$ cat config.mk
export PLATFORM = sky130hd
export DESIGN_NAME = bus_arbiter
export DESIGN_NICKNAME = d
export VERILOG_FILES = /design/src/rtl/bus_arbiter.sv
export SDC_FILE = /design/constraint.sdc
export NUM_CORES = 1
export LEC_CHECK = 0
export ABC_AREA = 0
export CAP_MARGIN = 15
export CORE_ASPECT_RATIO = 1.25
export CORE_MARGIN = 2
export CORE_UTILIZATION = 35
export DETAILED_ROUTE_END_ITERATION = 7
export GPL_TIMING_DRIVEN = 0
export PLACE_DENSITY = 0.63
export REMOVE_ABC_BUFFERS = 1
export SYNTH_ARGS = -nofsm -noshare
export SYNTH_HDL_FRONTEND = slang
export SYNTH_SLANG_ARGS = --single-unit
$ cat constraint.sdc
create_clock -name clk -period 14.2 [get_ports clk]
set_input_delay 2.84 -clock clk [delete_from_list [all_inputs] [get_ports clk]]
set_output_delay 2.84 -clock clk [all_outputs]
set_load 0.03 [all_outputs]
$ cat src/rtl/bus_arbiter.sv
// bus_arbiter: shares one pulse-protocol memory bus between two requesters.
// Port 0 is instruction fetch and port 1 is the mem stage. Each port has one
// pending slot. One bus transaction is outstanding at a time. Responses are
// routed back to the owning port, and a timeout guards the bus.
//
// Ports:
//   clk, rst                   clock, async active-high reset
//   mX_request_enable/mode/addr/wdata/wstrb   port X request pulse and fields
//   mX_response_enable/data    port X completion pulse and read data
//   request_enable/mode/addr/wdata/wstrb      bus request pulse and fields
//   response_enable/data       bus completion pulse and read data
//   grant_id                   owner of the current or last transaction
//   bus_timeout                one-cycle pulse when a timeout fires
//   protocol_error             sticky flag for a dropped request
module bus_arbiter #(
  parameter int unsigned PRIORITY_MODE  = 0,
  parameter int unsigned TIMEOUT_CYCLES = 1024
) (
  input  logic        clk,
  input  logic        rst,
  input  logic        m0_request_enable,
  input  logic        m0_mode,
  input  logic [31:0] m0_addr,
  input  logic [31:0] m0_wdata,
  input  logic [3:0]  m0_wstrb,
  output logic        m0_response_enable,
  output logic [31:0] m0_data,
  input  logic        m1_request_enable,
  input  logic        m1_mode,
  input  logic [31:0] m1_addr,
  input  logic [31:0] m1_wdata,
  input  logic [3:0]  m1_wstrb,
  output logic        m1_response_enable,
  output logic [31:0] m1_data,
  output logic        request_enable,
  output logic        mode,
  output logic [31:0] addr,
  output logic [31:0] wdata,
  output logic [3:0]  wstrb,
  input  logic        response_enable,
  input  logic [31:0] data,
  output logic        grant_id,
  output logic        bus_timeout,
  output logic        protocol_error
);

  localparam int unsigned AW = 32;
  localparam int unsigned DW = 32;
  localparam int unsigned SW = 4;
  localparam int unsigned CW = (TIMEOUT_CYCLES < 2) ? 1 : $clog2(TIMEOUT_CYCLES + 1);
  // The counter holds completed silent BUSY cycles; the edge that would make
  // it reach TIMEOUT_CYCLES is the one that fires.
  localparam logic [CW-1:0] LIMIT = CW'(TIMEOUT_CYCLES - 1);

  typedef enum logic {IDLE, BUSY} state_t;

  typedef struct packed {
    logic          valid;
    logic          mode;
    logic [AW-1:0] addr;
    logic [DW-1:0] wdata;
    logic [SW-1:0] wstrb;
  } slot_t;

  state_t        state_q;
  slot_t         slot0_q, slot1_q;
  slot_t         live0, live1;
  logic          last_grant_q;
  logic [CW-1:0] count_q;

  logic          eff0, eff1, win, do_grant;
  logic          win_mode;
  logic [AW-1:0] win_addr;
  logic [DW-1:0] win_wdata;
  logic [SW-1:0] win_wstrb;
  logic          limit_hit, rsp_done, to_done, finishing;
  logic          drop0, drop1, load0, load1;

  assign live0 = {m0_request_enable, m0_mode, m0_addr, m0_wdata, m0_wstrb};
  assign live1 = {m1_request_enable, m1_mode, m1_addr, m1_wdata, m1_wstrb};

  // Arbitration, completion detection and slot capture decisions.
  always_comb begin
    eff0      = slot0_q.valid | m0_request_enable;
    eff1      = slot1_q.valid | m1_request_enable;
    win       = eff1;
    if (eff0 && eff1) begin
      win = (PRIORITY_MODE != 0) ? 1'b1 : ~last_grant_q;
    end
    do_grant  = (state_q == IDLE) && (eff0 || eff1);

    // A pending slot takes precedence over the live inputs of its port.
    win_mode  = m0_mode;
    win_addr  = m0_addr;
    win_wdata = m0_wdata;
    win_wstrb = m0_wstrb;
    if (win) begin
      if (slot1_q.valid) begin
        win_mode = slot1_q.mode; win_addr = slot1_q.addr;
        win_wdata = slot1_q.wdata; win_wstrb = slot1_q.wstrb;
      end else begin
        win_mode = m1_mode; win_addr = m1_addr;
        win_wdata = m1_wdata; win_wstrb = m1_wstrb;
      end
    end else if (slot0_q.valid) begin
      win_mode = slot0_q.mode; win_addr = slot0_q.addr;
      win_wdata = slot0_q.wdata; win_wstrb = slot0_q.wstrb;
    end

    limit_hit = (TIMEOUT_CYCLES != 0) && (count_q == LIMIT);
    rsp_done  = (state_q == BUSY) && response_enable;
    to_done   = (state_q == BUSY) && !response_enable && limit_hit;
    finishing = rsp_done | to_done;

    // The owner of a transaction that is not completing this edge is busy.
    drop0 = m0_request_enable &&
            (slot0_q.valid || ((state_q == BUSY) && !grant_id && !finishing));
    drop1 = m1_request_enable &&
            (slot1_q.valid || ((state_q == BUSY) && grant_id && !finishing));
    // A live request that wins immediately never occupies its slot.
    load0 = m0_request_enable && !drop0 && !(do_grant && !win);
    load1 = m1_request_enable && !drop1 && !(do_grant && win);
  end

  // State, slots and registered outputs.
  always_ff @(posedge clk or posedge rst) begin
    if (rst) begin
      state_q            <= IDLE;
      slot0_q            <= '0;
      slot1_q            <= '0;
      last_grant_q       <= 1'b1;
      count_q            <= '0;
      request_enable     <= 1'b0;
      mode               <= 1'b0;
      addr               <= '0;
      wdata              <= '0;
      wstrb              <= '0;
      grant_id           <= 1'b0;
      m0_response_enable <= 1'b0;
      m1_response_enable <= 1'b0;
      m0_data            <= '0;
      m1_data            <= '0;
      bus_timeout        <= 1'b0;
      protocol_error     <= 1'b0;
    end else begin
      request_enable     <= 1'b0;
      m0_response_enable <= 1'b0;
      m1_response_enable <= 1'b0;
      bus_timeout        <= 1'b0;

      if (drop0 || drop1) protocol_error <= 1'b1;

      if (load0)                 slot0_q       <= live0;
      else if (do_grant && !win) slot0_q.valid <= 1'b0;
      if (load1)                 slot1_q       <= live1;
      else if (do_grant && win)  slot1_q.valid <= 1'b0;

      case (state_q)
        IDLE: begin
          if (do_grant) begin
            state_q        <= BUSY;
            request_enable <= 1'b1;
            mode           <= win_mode;
            addr           <= win_addr;
            wdata          <= win_wdata;
            wstrb          <= win_wstrb;
            grant_id       <= win;
            last_grant_q   <= win;
          end
        end
        BUSY: begin
          if (finishing) begin
            state_q     <= IDLE;
            count_q     <= '0;
            bus_timeout <= to_done;
            if (grant_id) begin
              m1_response_enable <= 1'b1;
              m1_data            <= rsp_done ? data : '0;
            end else begin
              m0_response_enable <= 1'b1;
              m0_data            <= rsp_done ? data : '0;
            end
          end else begin
            count_q <= count_q + CW'(1);
          end
        end
        default: state_q <= IDLE;
      endcase
    end
  end

endmodule

After elaboration in Yosys (flattened, before gate mapping)
Cells that the tools add are included.
Widths: inputs -> output; s select.
{ "classes": {"add_sub_neg": 1, "n_eq_ne": 1, "n_reduce_logical": 34, "bitwise_logic": 6, "muxes": 31} }
{ "op_table": {"columns": ["op", "n"], "rows": [
  ["$mux 32", 7],
  ["$mux 1", 19],
  ["$logic_and 1x1->1", 17],
  ["$mux 4", 3],
  ["$add 11x1->11 const B", 1],
  ["$eq 11x10->1 const B", 1],
  ["$mux 11", 1],
  ["$logic_not 1->1", 8],
  ["$reduce_and 3->1", 2],
  ["$logic_or 1x1->1", 4],
  ["$reduce_bool 2->1", 2],
  ["$not 1->1", 3],
  ["$or 1x1->1", 3],
  ["$pmux 1 s2", 1],
  ["$reduce_and 2->1", 1]
]} }
{ "totals": {"output_inout_bits": 139, "inputBits": 175, "word_cells": 98, "register_bits": 292} }

Logic depth before layout (Yosys ltp)
{ "depth": {"ltp_word": 12, "depth_mapped": 8, "mapped_depth_nobuf": 6} }

Least setup slack after synthesis
Ideal clock, no wire load.
{ "synth_path": {"path_kind": "input to register", "from": "input response_enable", "to": "register slot0_q[10] (netlist name)", "arrival_time_ns": 4.751, "path_slack_ns": 9.324, "stages": 6, "setup_time_ns": 0.125, "t_required_ns": 14.075, "cell_sequence": "or2_2 -> or4_1 -> buf_2 -> a311oi_4 -> buf_6 -> mux2_2"} }
{ "synth_between": {"elab_chain_len": 11} }
{ "synth_lines": {"columns": ["element", "line_no", "source"], "rows": [
  ["from (decl)", "40", "input logic response_enable,"],
  ["$logic_not 1->1", "112", "to_done = (state_q == BUSY) && !response_enable && limit_hit;"],
  ["$logic_and 1x1->1 (2 in series)", "112", null],
  ["$or 1x1->1 (*)", "113", "finishing = rsp_done | to_done;"],
  ["$logic_not 1->1 (*)", "117", "(slot0_q.valid || ((state_q == BUSY) && !grant_id && !finishing));"],
  ["$logic_and 1x1->1 (*)", "117", null],
  ["$logic_or 1x1->1 (*)", "117", null],
  ["$logic_and 1x1->1 (*)", "116", "drop0 = m0_request_enable &&"],
  ["$logic_not 1->1 (*)", "121", "load0 = m0_request_enable && !drop0 && !(do_grant && !win);"],
  ["$logic_and 1x1->1 (*) (2 in series)", "121", null],
  ["to (signal assigned)", "153", "if (load0) slot0_q <= live0;"],
  ["to (decl)", "66", "slot_t slot0_q, slot1_q;"]
]} }
Every way passes the cells marked *; elsewhere a longest branch is shown, timed or not.
A chain may end at the register's enable or synchronous reset.

Worst setup path after layout
{ "layout_path": {"from": "input response_enable", "to": "register slot0_q[27] (netlist name)"} }
The elaborated chain is that of the path after synthesis.

==> results.py <==
metrics = {
    "run_status": {
        "outcome": "finished clean",
    },
    "critical_path": {
        "path_class": "primary input to flop",
        "path_delay_family": "buffers and inverters",
        "cp_max_fo": 13,
        "path_depth": 8,
        "timing.rr.start": "state_q",
        "startpoint": "response_enable",
        "cpMostUsedCell": "buf_8",
        "cp-start-kind": "primary input",
        "slowest_delay_ns": 0.78,
        "endpoint_kind": "flop",
        "critPathSlowestCell": "a311oi_4",
        "path_cells": "clkdlybuf4s50_1 -> or2_2 -> or4_1 -> a311oi_4 -> buf_8 -> buf_8 -> buf_8 -> mux2_2",
        "crit_required_ns": 14.64,
        "worstPathArrival_ns": 5.97,
        "crit_buf_inv": 4,
        "reg2reg_depth": 7,
    },
    "logic_synthesis": {
        "synthTopCellsByArea": "dfrtp_1, mux2_2, mux2i_1",
        "netlist.area_leader.share_pct": 58.4,
        "synth_cell_types": 37,
        "ys_seq_elements": 292,
        "yosys_most_used_dff": "dfrtp_1",
        "synth_fa_ha_area_share_pct": 0.100,
        "yosysSeqAreaShare_pct": 58.6,
        "synthArstFlopShare_pct": 100,
        "synth_top_family_by_area": "multiplexers",
        "yosysMostFrequentCell": "dfrtp_1",
        "yosys_warnings": 0,
        "synth_xor_area_share_pct": 0.632,
        "synth_cells": 919,
        "synthMuxAreaShare_pct": 23.6,
        "synth-simple-area-share_pct": 3.98,
        "avgSynthCellArea_um2": 13.6,
        "yosys.area.top_type": "dfrtp_1",
        "synth_area_mm2": 0.0125,
        "synth_compound_area_share_pct": 10.3,
        "synthTopCellsByCount": "dfrtp_1, mux2i_1, mux2_2, nand2_1, o221ai_1",
        "synth_edf_count": 0,
    },
    "die": {
        "placementRows": 77,
        "core-area_mm2": 0.0353,
        "fp.dieH_um": 215,
        "die-width_um": 173,
        "initial_core_util_pct": 35.3,
        "dieArea_mm2": 0.0371,
        "ios": 314,
    },
    "clocking": {
        "clock_latency_ns": 0.55,
        "numCtsBuffers": 30,
        "clk_path_buf_depth": 3,
        "clk_pin_slew_ns": 0.06,
        "cts_hold_buf": 0,
        "clockRootBuffer": "clkbuf_16",
        "tritoncts": "built",
        "cts_num_sinks": 292,
        "cts_setup_buffers": 0,
        "h-tree-depth": 1,
        "ctsResizeCount": 0,
    },
    "sta": {
        "fin_crit_sh_pct": 39.0,
        "worstMarginPinSlew_ns": 0.866,
        "hold_violations": 0,
        "relSlewSlack_pct": 42.1,
        "fmax_mhz": 181,
        "setup_viol": 0,
        "rsz0062_at_grt": "no",
        "fin_skew_ns": 0.0102,
        "holdWs_ns": 0.483,
        "finalMaxSlewViolations": 0,
        "fin_crit_ns": 5.54,
    },
    "layout": {
        "drive_above_1_share_pct": 16.9,
        "final_area_mm2": 0.0173,
        "nets": 1389,
        "area_growth_pct": 39.2,
        "fillers": 3132,
    },
    "grt": {
        "grt_pass1_vias": 9498,
        "grt_antenna_before_repair": 4,
        "grt_usage_pct": 18.7,
        "grt_start_max_net_pins": 128,
        "grt-ovfl-total": 0,
        "grt_pass1_wl_um": 55400,
    },
    "placement": {
        "place_hpwl_um": 22700,
        "port_buffers": 313,
        "placedInstanceArea_mm2": 0.0163,
        "gp_congestion": 0.753,
    },
    "drt": {
        "dr.pass1.iters": 4,
        "detail-route-antenna-nets": 0,
        "drtIter0Drc": 413,
        "via_per_inst": 5.09,
        "wl_per_cell_um": 20.3,
        "num_vias": 8717,
        "wl_um": 34700,
        "drc": 0,
    },
    "power": {
        "ir_drop_mv": 0.161,
        "power.leakage_uw": 0.00749,
        "power.density_mw_per_mm2": 247,
    },
    "min_path": {
        "hold_class": "flop to flop",
        "min-delay-start": "slot0_q[0]",
        "hold_depth": 1,
    },
    "flow_run": {
        "max-cap-violations": 0,
    },
}
[cell type report]
cell class | count | area, um^2 | area share (%)
Multi-Input combinational cell | 552 | 4890 | 28.2
Inverter | 7 | 33.8 | 0.195
Antenna cell | 4 | 10.0 | 0.0577
Clock buffer | 48 | 940 | 5.42
Tap cell | 474 | 593 | 3.42
Sequential cell | 292 | 7320 | 42.2
Clock inverter | 5 | 52.6 | 0.303
Timing Repair Buffer | 330 | 3510 | 20.3
[worst paths after layout]
path | end | slack, ns
max | slot0_q[27] | 8.66
min | slot0_q[0] | 0.48
max reg2reg | slot0_q[27] | 10.80
min reg2reg | slot0_q[0] | 0.48
max in group asynchronous | slot1_q[69] | 10.33
min in group asynchronous | slot1_q[55] | 2.77
[report_power, final]
group | total [uW] | switching (uW) | internal (uW) | leakage, uW
combinational | 1980 | 1020 | 960 | 0.00345
clock | 793 | 326 | 467 | 0.000488
sequential | 1510 | 270 | 1240 | 0.00355
[placed cells by master (no fill, tap or decap), types with 3 or more instances in the layout]
cell,instances
clkbuf_1,7
diode_2,4
mux2_1,9
mux2i_1,139
buf_12,5
xnor2_1,6
o21ai_0,3
nor3_1,3
buf_8,4
clkdlybuf4s50_1,313
mux2_2,129
nand4_1,3
dfrtp_1,289
inv_1,6
clkinv_2,3
nor2_1,14
a22o_1,64
clkbuf_16,31
xor2_1,3
clkbuf_8,10
nand2_1,84
o221ai_1,69
buf_16,8
[metal layers]
layer	share of wire (%)	GRT usage (%)	wire length, um	vias up
met5	0	0	0	-
met4	1.9	4.60	653	0
met3	6.3	4.76	2200	34
met2	49	32.0	16900	246
met1	43	23.6	14900	4432
li1	-	-	-	4005
[through the flow]
| stage | utilization [%] | worst slack (ns) | power (uW) | TNS (ns) | cells |
|---|---|---|---|---|---|
| final | 49.2 | 8.66 | 4280 | 0 | 1712 |
| after global routing | 49.2 | 8.53 | 4540 | 0 | 1711 |
| after CTS | 49.2 | 8.63 | 4340 | 0 | 1708 |
| after detailed placement | 46.3 | 8.03 | 3530 | 0 | 1655 |
| after global placement | 45.0 | -0.857 | 3520 | -237.78 | 1638 |
| after floorplan | - | 3.30 | 2740 | 0 | 851 |
[flip-flops by register name, indices dropped and copies added, names as in the netlist, 4 cells and up]
signal,count
wstrb,4
slot1_q,70
m0_data,32
m1_data,32
count_q,11
addr,32
slot0_q,70
wdata,32
[logic make-up after synthesis]
family	after synthesis
flops	292
mux	277
compound gates	148
simple gates	117
buf+inv	75
xor+xnor	9
fa+ha+maj	1
Power figures use the tool's default switching activity.
